<file path="src/rtl/t06_apple_spawner.sv">
// t06_apple_spawner
// Places 1-3 apples on free cells of the 16x12 snake board. Candidates come
// from a free-running 8-bit LFSR, and an external body checker says whether
// each candidate cell is occupied. Eaten apples are queued again and re-placed.

module t06_apple_spawner #(
    parameter logic [7:0] SEED = 8'hA5
) (
    input  logic        clk,
    input  logic        rst,
    input  logic [1:0]  state,
    input  logic [1:0]  apple_luck,
    input  logic [2:0]  eaten,
    input  logic        occupied,
    output logic        cand_valid,
    output logic [3:0]  cand_x,
    output logic [3:0]  cand_y,
    output logic [11:0] apple_x,
    output logic [11:0] apple_y,
    output logic [2:0]  apple_valid,
    output logic        busy
);

    localparam logic [1:0] GAME_RUN = 2'b10;

    typedef enum logic {
        IDLE,
        PROBE
    } spawnState_t;

    spawnState_t r_fsm;
    spawnState_t w_fsmNext;

    logic [7:0]  r_lfsr;
    logic        w_feedback;
    logic        r_prevRun;
    logic [1:0]  r_slotCount;
    logic [2:0]  r_pending;
    logic [2:0]  r_appleValid;
    logic [11:0] r_appleX;
    logic [11:0] r_appleY;

    logic        w_inRun;
    logic        w_runEntry;
    logic [3:0]  w_candX;
    logic [3:0]  w_candY;
    logic [2:0]  w_probeOneHot;
    logic        w_collide;
    logic        w_accept;
    logic [2:0]  w_acceptMask;
    logic [2:0]  w_eatMask;
    logic [1:0]  w_countNext;
    logic [2:0]  w_pendingNext;
    logic [2:0]  w_validNext;

    // Luck code to apple count; the unused code 11 falls back to one apple.
    function automatic logic [1:0] luckToCount(input logic [1:0] luck);
        case (luck)
            2'b01:   return 2'd2;
            2'b10:   return 2'd3;
            default: return 2'd1;
        endcase
    endfunction

    // Apple count to the mask of slots that are in use.
    function automatic logic [2:0] countToMask(input logic [1:0] count);
        case (count)
            2'd1:    return 3'b001;
            2'd2:    return 3'b011;
            2'd3:    return 3'b111;
            default: return 3'b000;
        endcase
    endfunction

    assign w_feedback = r_lfsr[7] ^ r_lfsr[5] ^ r_lfsr[4] ^ r_lfsr[3];

    // Free-running LFSR: steps every cycle regardless of the FSM so that
    // rejected probes always see a fresh candidate on the following cycle.
    always_ff @(posedge clk) begin
        if (rst) begin
            r_lfsr <= SEED;
        end else begin
            r_lfsr <= {r_lfsr[6:0], w_feedback};
        end
    end

    // Rows 12..15 do not exist, so the upper nibble folds back by 12.
    assign w_candX = r_lfsr[3:0];
    assign w_candY = (r_lfsr[7:4] < 4'd12) ? r_lfsr[7:4] : (r_lfsr[7:4] - 4'd12);

    assign w_inRun    = (state == GAME_RUN);
    assign w_runEntry = w_inRun && !r_prevRun;

    // Remember whether the game was in RUN last cycle to spot RUN entry.
    always_ff @(posedge clk) begin
        if (rst) begin
            r_prevRun <= 1'b0;
        end else begin
            r_prevRun <= w_inRun;
        end
    end

    // The slot being placed is always the lowest-index pending one.
    always_comb begin
        w_probeOneHot = 3'b000;
        if (r_pending[0]) begin
            w_probeOneHot = 3'b001;
        end else if (r_pending[1]) begin
            w_probeOneHot = 3'b010;
        end else if (r_pending[2]) begin
            w_probeOneHot = 3'b100;
        end
    end

    // A candidate also has to avoid every other apple already on the board;
    // the body checker only knows about the snake.
    always_comb begin
        w_collide = 1'b0;
        for (int j = 0; j < 3; j++) begin
            if (!w_probeOneHot[j] && r_appleValid[j] &&
                (r_appleX[4*j +: 4] == w_candX) &&
                (r_appleY[4*j +: 4] == w_candY)) begin
                w_collide = 1'b1;
            end
        end
    end

    // Leaving RUN in the middle of a probe throws that probe away.
    assign w_accept     = (r_fsm == PROBE) && w_inRun && (r_pending != 3'b000) &&
                          !occupied && !w_collide;
    assign w_acceptMask = w_accept ? w_probeOneHot : 3'b000;

    // Only apples that are on the board and inside the active count can be eaten.
    assign w_eatMask   = eaten & r_appleValid & countToMask(r_slotCount);
    assign w_countNext = luckToCount(apple_luck);

    // Next pending/valid masks: RUN entry restarts the round from scratch,
    // leaving RUN wipes everything, otherwise accepts and eats are merged.
    always_comb begin
        w_pendingNext = 3'b000;
        w_validNext   = 3'b000;
        if (w_inRun) begin
            if (w_runEntry) begin
                w_pendingNext = countToMask(w_countNext);
                w_validNext   = 3'b000;
            end else begin
                w_pendingNext = (r_pending & ~w_acceptMask) | w_eatMask;
                w_validNext   = (r_appleValid & ~w_eatMask) | w_acceptMask;
            end
        end
    end

    // Slot bookkeeping: apple count latched on RUN entry, pending and valid masks.
    always_ff @(posedge clk) begin
        if (rst) begin
            r_slotCount  <= 2'd1;
            r_pending    <= 3'b000;
            r_appleValid <= 3'b000;
        end else begin
            if (w_runEntry) begin
                r_slotCount <= w_countNext;
            end
            r_pending    <= w_pendingNext;
            r_appleValid <= w_validNext;
        end
    end

    // Accepted candidates are written into their slot; positions are kept
    // stale when the round ends so only the valid bits need clearing.
    always_ff @(posedge clk) begin
        if (rst) begin
            r_appleX <= 12'h000;
            r_appleY <= 12'h000;
        end else begin
            for (int i = 0; i < 3; i++) begin
                if (w_acceptMask[i]) begin
                    r_appleX[4*i +: 4] <= w_candX;
                    r_appleY[4*i +: 4] <= w_candY;
                end
            end
        end
    end

    // Spawner FSM state register.
    always_ff @(posedge clk) begin
        if (rst) begin
            r_fsm <= IDLE;
        end else begin
            r_fsm <= w_fsmNext;
        end
    end

    // Spawner FSM next state: probe while any slot is waiting, and drop back
    // to IDLE as soon as nothing is pending or the game leaves RUN.
    always_comb begin
        w_fsmNext = r_fsm;
        case (r_fsm)
            IDLE: begin
                if (w_inRun && (r_pending != 3'b000)) begin
                    w_fsmNext = PROBE;
                end
            end
            PROBE: begin
                if (!w_inRun || (w_pendingNext == 3'b000)) begin
                    w_fsmNext = IDLE;
                end
            end
            default: begin
                w_fsmNext = IDLE;
            end
        endcase
    end

    assign cand_valid  = (r_fsm == PROBE);
    assign cand_x      = w_candX;
    assign cand_y      = w_candY;
    assign apple_x     = r_appleX;
    assign apple_y     = r_appleY;
    assign apple_valid = r_appleValid;
    assign busy        = |r_pending;

endmodule

</file>
<file path="config.mk">
export PLATFORM = sky130hd
export DESIGN_NAME = t06_apple_spawner
export DESIGN_NICKNAME = d
export VERILOG_FILES = /design/src/rtl/t06_apple_spawner.sv
export SDC_FILE = /design/constraint.sdc
export NUM_CORES = 1
export LEC_CHECK = 0
export ABC_AREA = 1
export CAP_MARGIN = 20
export CORE_ASPECT_RATIO = 1.75
export CORE_MARGIN = 8
export CORE_UTILIZATION = 42
export DETAILED_ROUTE_END_ITERATION = 12
export DONT_BUFFER_PORTS = 1
export SYNTH_ARGS = -nofsm -noshare
export SYNTH_HDL_FRONTEND = slang
export SYNTH_SLANG_ARGS = --single-unit
</file>
<file path="constraint.sdc">
create_clock -name clk -period 2.2 [get_ports clk]
set_clock_uncertainty 0.1 [all_clocks]
set_input_delay 0.22 -clock clk [delete_from_list [all_inputs] [get_ports clk]]
set_output_delay 0.22 -clock clk [all_outputs]
set_load 0.005 [all_outputs]
</file>
==> summary.md, run 1 <==
| Metric | Value |
|---|---|
| Synth area leaders | `dfxtp_1, nand2_1, inv_1` |
| Crit start category | `flip-flop` |
| #FFs+latches synth | `42` |
| CTS root buf | `clkbuf_8` |
| Post-synth top flop | `dfxtp_1` |
| Initial core utilization | `between 40 and 50%` |
| CP Capture Type | `flip-flop` |
| Overall routing resource usage | `approximately 14%` |
| Vias per cell | `roughly 5.0` |
| Slew headroom | `around 50%` |
| First-pass GRT wire length | `between 8000 and 9000 um` |
| Pin count of the biggest net entering global routing | `28` |
| # diodes | `0` |
| Count of max-cap constraint violations | `0` |
| Worst vdd ir | `between 0.4 and 0.5 mV` |
| Fillers | `510` |
| NumNets Final | `between 300 and 400` |
| DRC | `0` |
| Post-detail-place hpwl | `3963 um` |
| Worst skew pair latency | `roughly 0.30 ns` |
| Final WL | `around 5200 um` |
| Io pins | `47` |
| Port Buffers | `0` |
| Async S/R FF share, synth | `0%` |
| Synth cell count leaders | `nand2_1, inv_1, dfxtp_1, nor2_1, a21oi_1` |
| Area of the multi-input gates | `947.2 um^2` |
| Post-synth EDFFs | `0` |
| Reg-to-reg slack, setup | `approximately 0.18 ns` |
| P&R area growth vs syn | `9.457%` |
| Critical path peak fanout | `7` |
| Worst Hold Path EP | `r_slotCount[1]` |
| Die X | `roughly 69 um` |
| Std cell rows | `33` |
| First-pass DRT Iterations | `4` |
| Clock Sinks | `42` |
| Hold Crit Depth | `2` |
| Min-delay src | `apple_luck[1]` |
| Core Region | `~4700 um^2` |
| Mapped Area | `2051 um^2` |
| RSZ-0062 raised after global routing | `yes` |
| P_leak | `~1.0 nW` |
| Clock Path Buffers | `2` |
| Final instance area | `between 2000 and 2500 um^2` |
| Inserted Clock Buffers | `5` |
| Finished Core Util | `a little under half` |
| H-tree depth reported by CTS | `2` |
| Most common cell in the netlist | `nand2_1` |
| Tmin final | `approximately 2.0 ns` |
| Post-route clock period utilization | `91.85%` |
| RR Startpoint | `r_lfsr[7]` |
| Detail Route Antenna Nets | `0` |
| Die Y | `roughly 110 um` |
| Crit Path Class | `flip-flop to flip-flop` |
| Vias in the first global route | `1,740` |
| Post-Place Cell Area | `2090 um^2` |
| Seq/Total Area, Yosys | `about two fifths` |
| Outcome | `finished clean` |
| Initial antenna violation count | `0` |
| Fraction of layout cells with a size suffix above 1 | `9.718%` |
| WP data required | `roughly 2.3 ns` |
| Avg WL per Cell | `14.04 um` |
| Pwr Density | `a little under 700 nW/um^2` |
| Capturing point of the worst reg2reg path | `apple_x[8]` |
| Library cells used by synthesis | `24` |
| Final hold vios | `0` |
| Worst min-delay path category | `input pin to flip-flop` |
| Setup TNS | `0 ns` |
| Yosys top cell area share | `between 40% and 50%` |
| Synthesized instance count | `approximately 310` |
| Worst Tran Pin Value | `0.7291 ns` |
| DIE AREA | `about 7500 um^2` |
| Endpoints failing setup | `0` |
| Synthesized area per cell | `6.531 um^2` |
| FF+latch area | `roughly 850 um^2` |
| Clock Pin Slew Worst Setup and Hold Paths | `roughly 0.080 ns` |
| Max Slew Vio Count | `0` |
| Reg2Reg Depth | `10` |
| Via Count | `between 1,500 and 2,000` |
| Syn_nets | `between 300 and 400` |
| CTS tree | `done` |
| GPL Wtd Cong | `between 0.8 and 0.9` |
| Gr ovfl total | `0` |
| Initial DRC count | `102` |
| Fmax | `0.4949 GHz` |
| Arrival @ worst endpoint | `about 2.1 ns` |
| Synthesis Warnings | `0` |
| Synth area leader | `dfxtp_1` |
-- layout by cell type, fill, tap and decap left out, drive strengths merged, types with 2 or more instances in the layout --
cell type	n
dfxtp	42
nand2	88
xnor2	2
ha	2
nor2	43
clkbuf	8
a21oi	31
inv	49
buf	9
nand3b	2
o21ai	28
nand3	9
-- metal layers --
metal  up-vias  part of all wire [%]  track usage (%)
met5         -                     0                0
met4         0                   2.0            5.195
met3         9                   6.7            4.969
met2        35                    52            26.05
met1       830                    39            14.61
li1        971                     -                -
-- where the power goes --
group	leakage [nW]	internal, mW	switching [mW]	total (mW)
combinational	0.607	0.0512	0.0857	0.137
sequential	0.342	0.778	0.0269	0.805
clock	0.0575	0.317	0.275	0.592
total	1.01	1.15	0.388	1.53
-- how the worst max path moves through the flow --
stage | startpoint | endpoint | cells past startpoint
after floorplan | r_lfsr[6] | apple_x[0] | 12
final | r_lfsr[7] | apple_x[8] | 10
after global placement | r_lfsr[3] | apple_x[11] | 11
after global routing | r_lfsr[7] | apple_y[6] | 10
after detailed placement | r_lfsr[3] | apple_x[9] | 11
after CTS | r_lfsr[3] | apple_x[8] | 11
-- registers in the layout (all words and copies together), names as in the netlist --
register	count
r_prevRun	1
cand_valid	1
apple_y	12
r_pending	3
r_lfsr	8
apple_x	12
apple_valid	3
r_slotCount	2
-- cell families (layout without fill, tap and decap cells) --
family | Yosys count | in the layout | share of synthesized area (%)
compound gates | 62 | 62 | 15.62
xor+xnor | 3 | 3 | 1.282
fa+ha+maj | 2 | 2 | 1.220
buf+inv | 62 | 67 | 12.81
flops | 42 | 42 | 41.00
simple gates | 143 | 143 | 28.07
-- area by class of cell --
type,count,area share (%)
multi-input combinational,210,42.20
sequential,42,37.79
inverter,49,8.194
clock buffer,8,4.905
timing repair buffer,10,4.013
tap,52,2.899
-- timing repair --
action | in CTS | in global routing
endpoints found under the setup margin | 0 | 17
buffers inserted | 0 | 2
gates resized for setup | 0 | 6
hold endpoints to repair | 11 | 0
hold buffers | 1 | 0
-- critical path, cell delays in order (launching register included) --
cell	delay (ns)
dfxtp_1	0.44
nand2_1	0.19
nand2_1	0.11
nand2_1	0.07
nand2_1	0.07
nor2_1	0.05
a21oi_2	0.17
nand3b_1	0.26
buf_4	0.26
o21ai_0	0.15
a21oi_1	0.05
-- metrics by stage --
stage,std cells,hold slack [ns],power [mW],worst slack (ns)
after detailed placement,360,0.1957,0.9549,0.08342
after CTS,369,0.08689,1.544,0.05147
after global placement,360,0.1948,0.9545,0.1161
final,371,0.07808,1.534,0.1792
after floorplan,314,0.2124,0.9245,0.5418
after global routing,371,0.1206,1.596,0.004581
Power figures use the tool's default switching activity.
==> run 2: changes to the inputs <==
- CTS_CLUSTER_SIZE: not set -> 28
- SLEW_MARGIN: not set -> 30
==> results of run 2 <==
The final DEF is identical to that of run 1; final timing and power are the same.
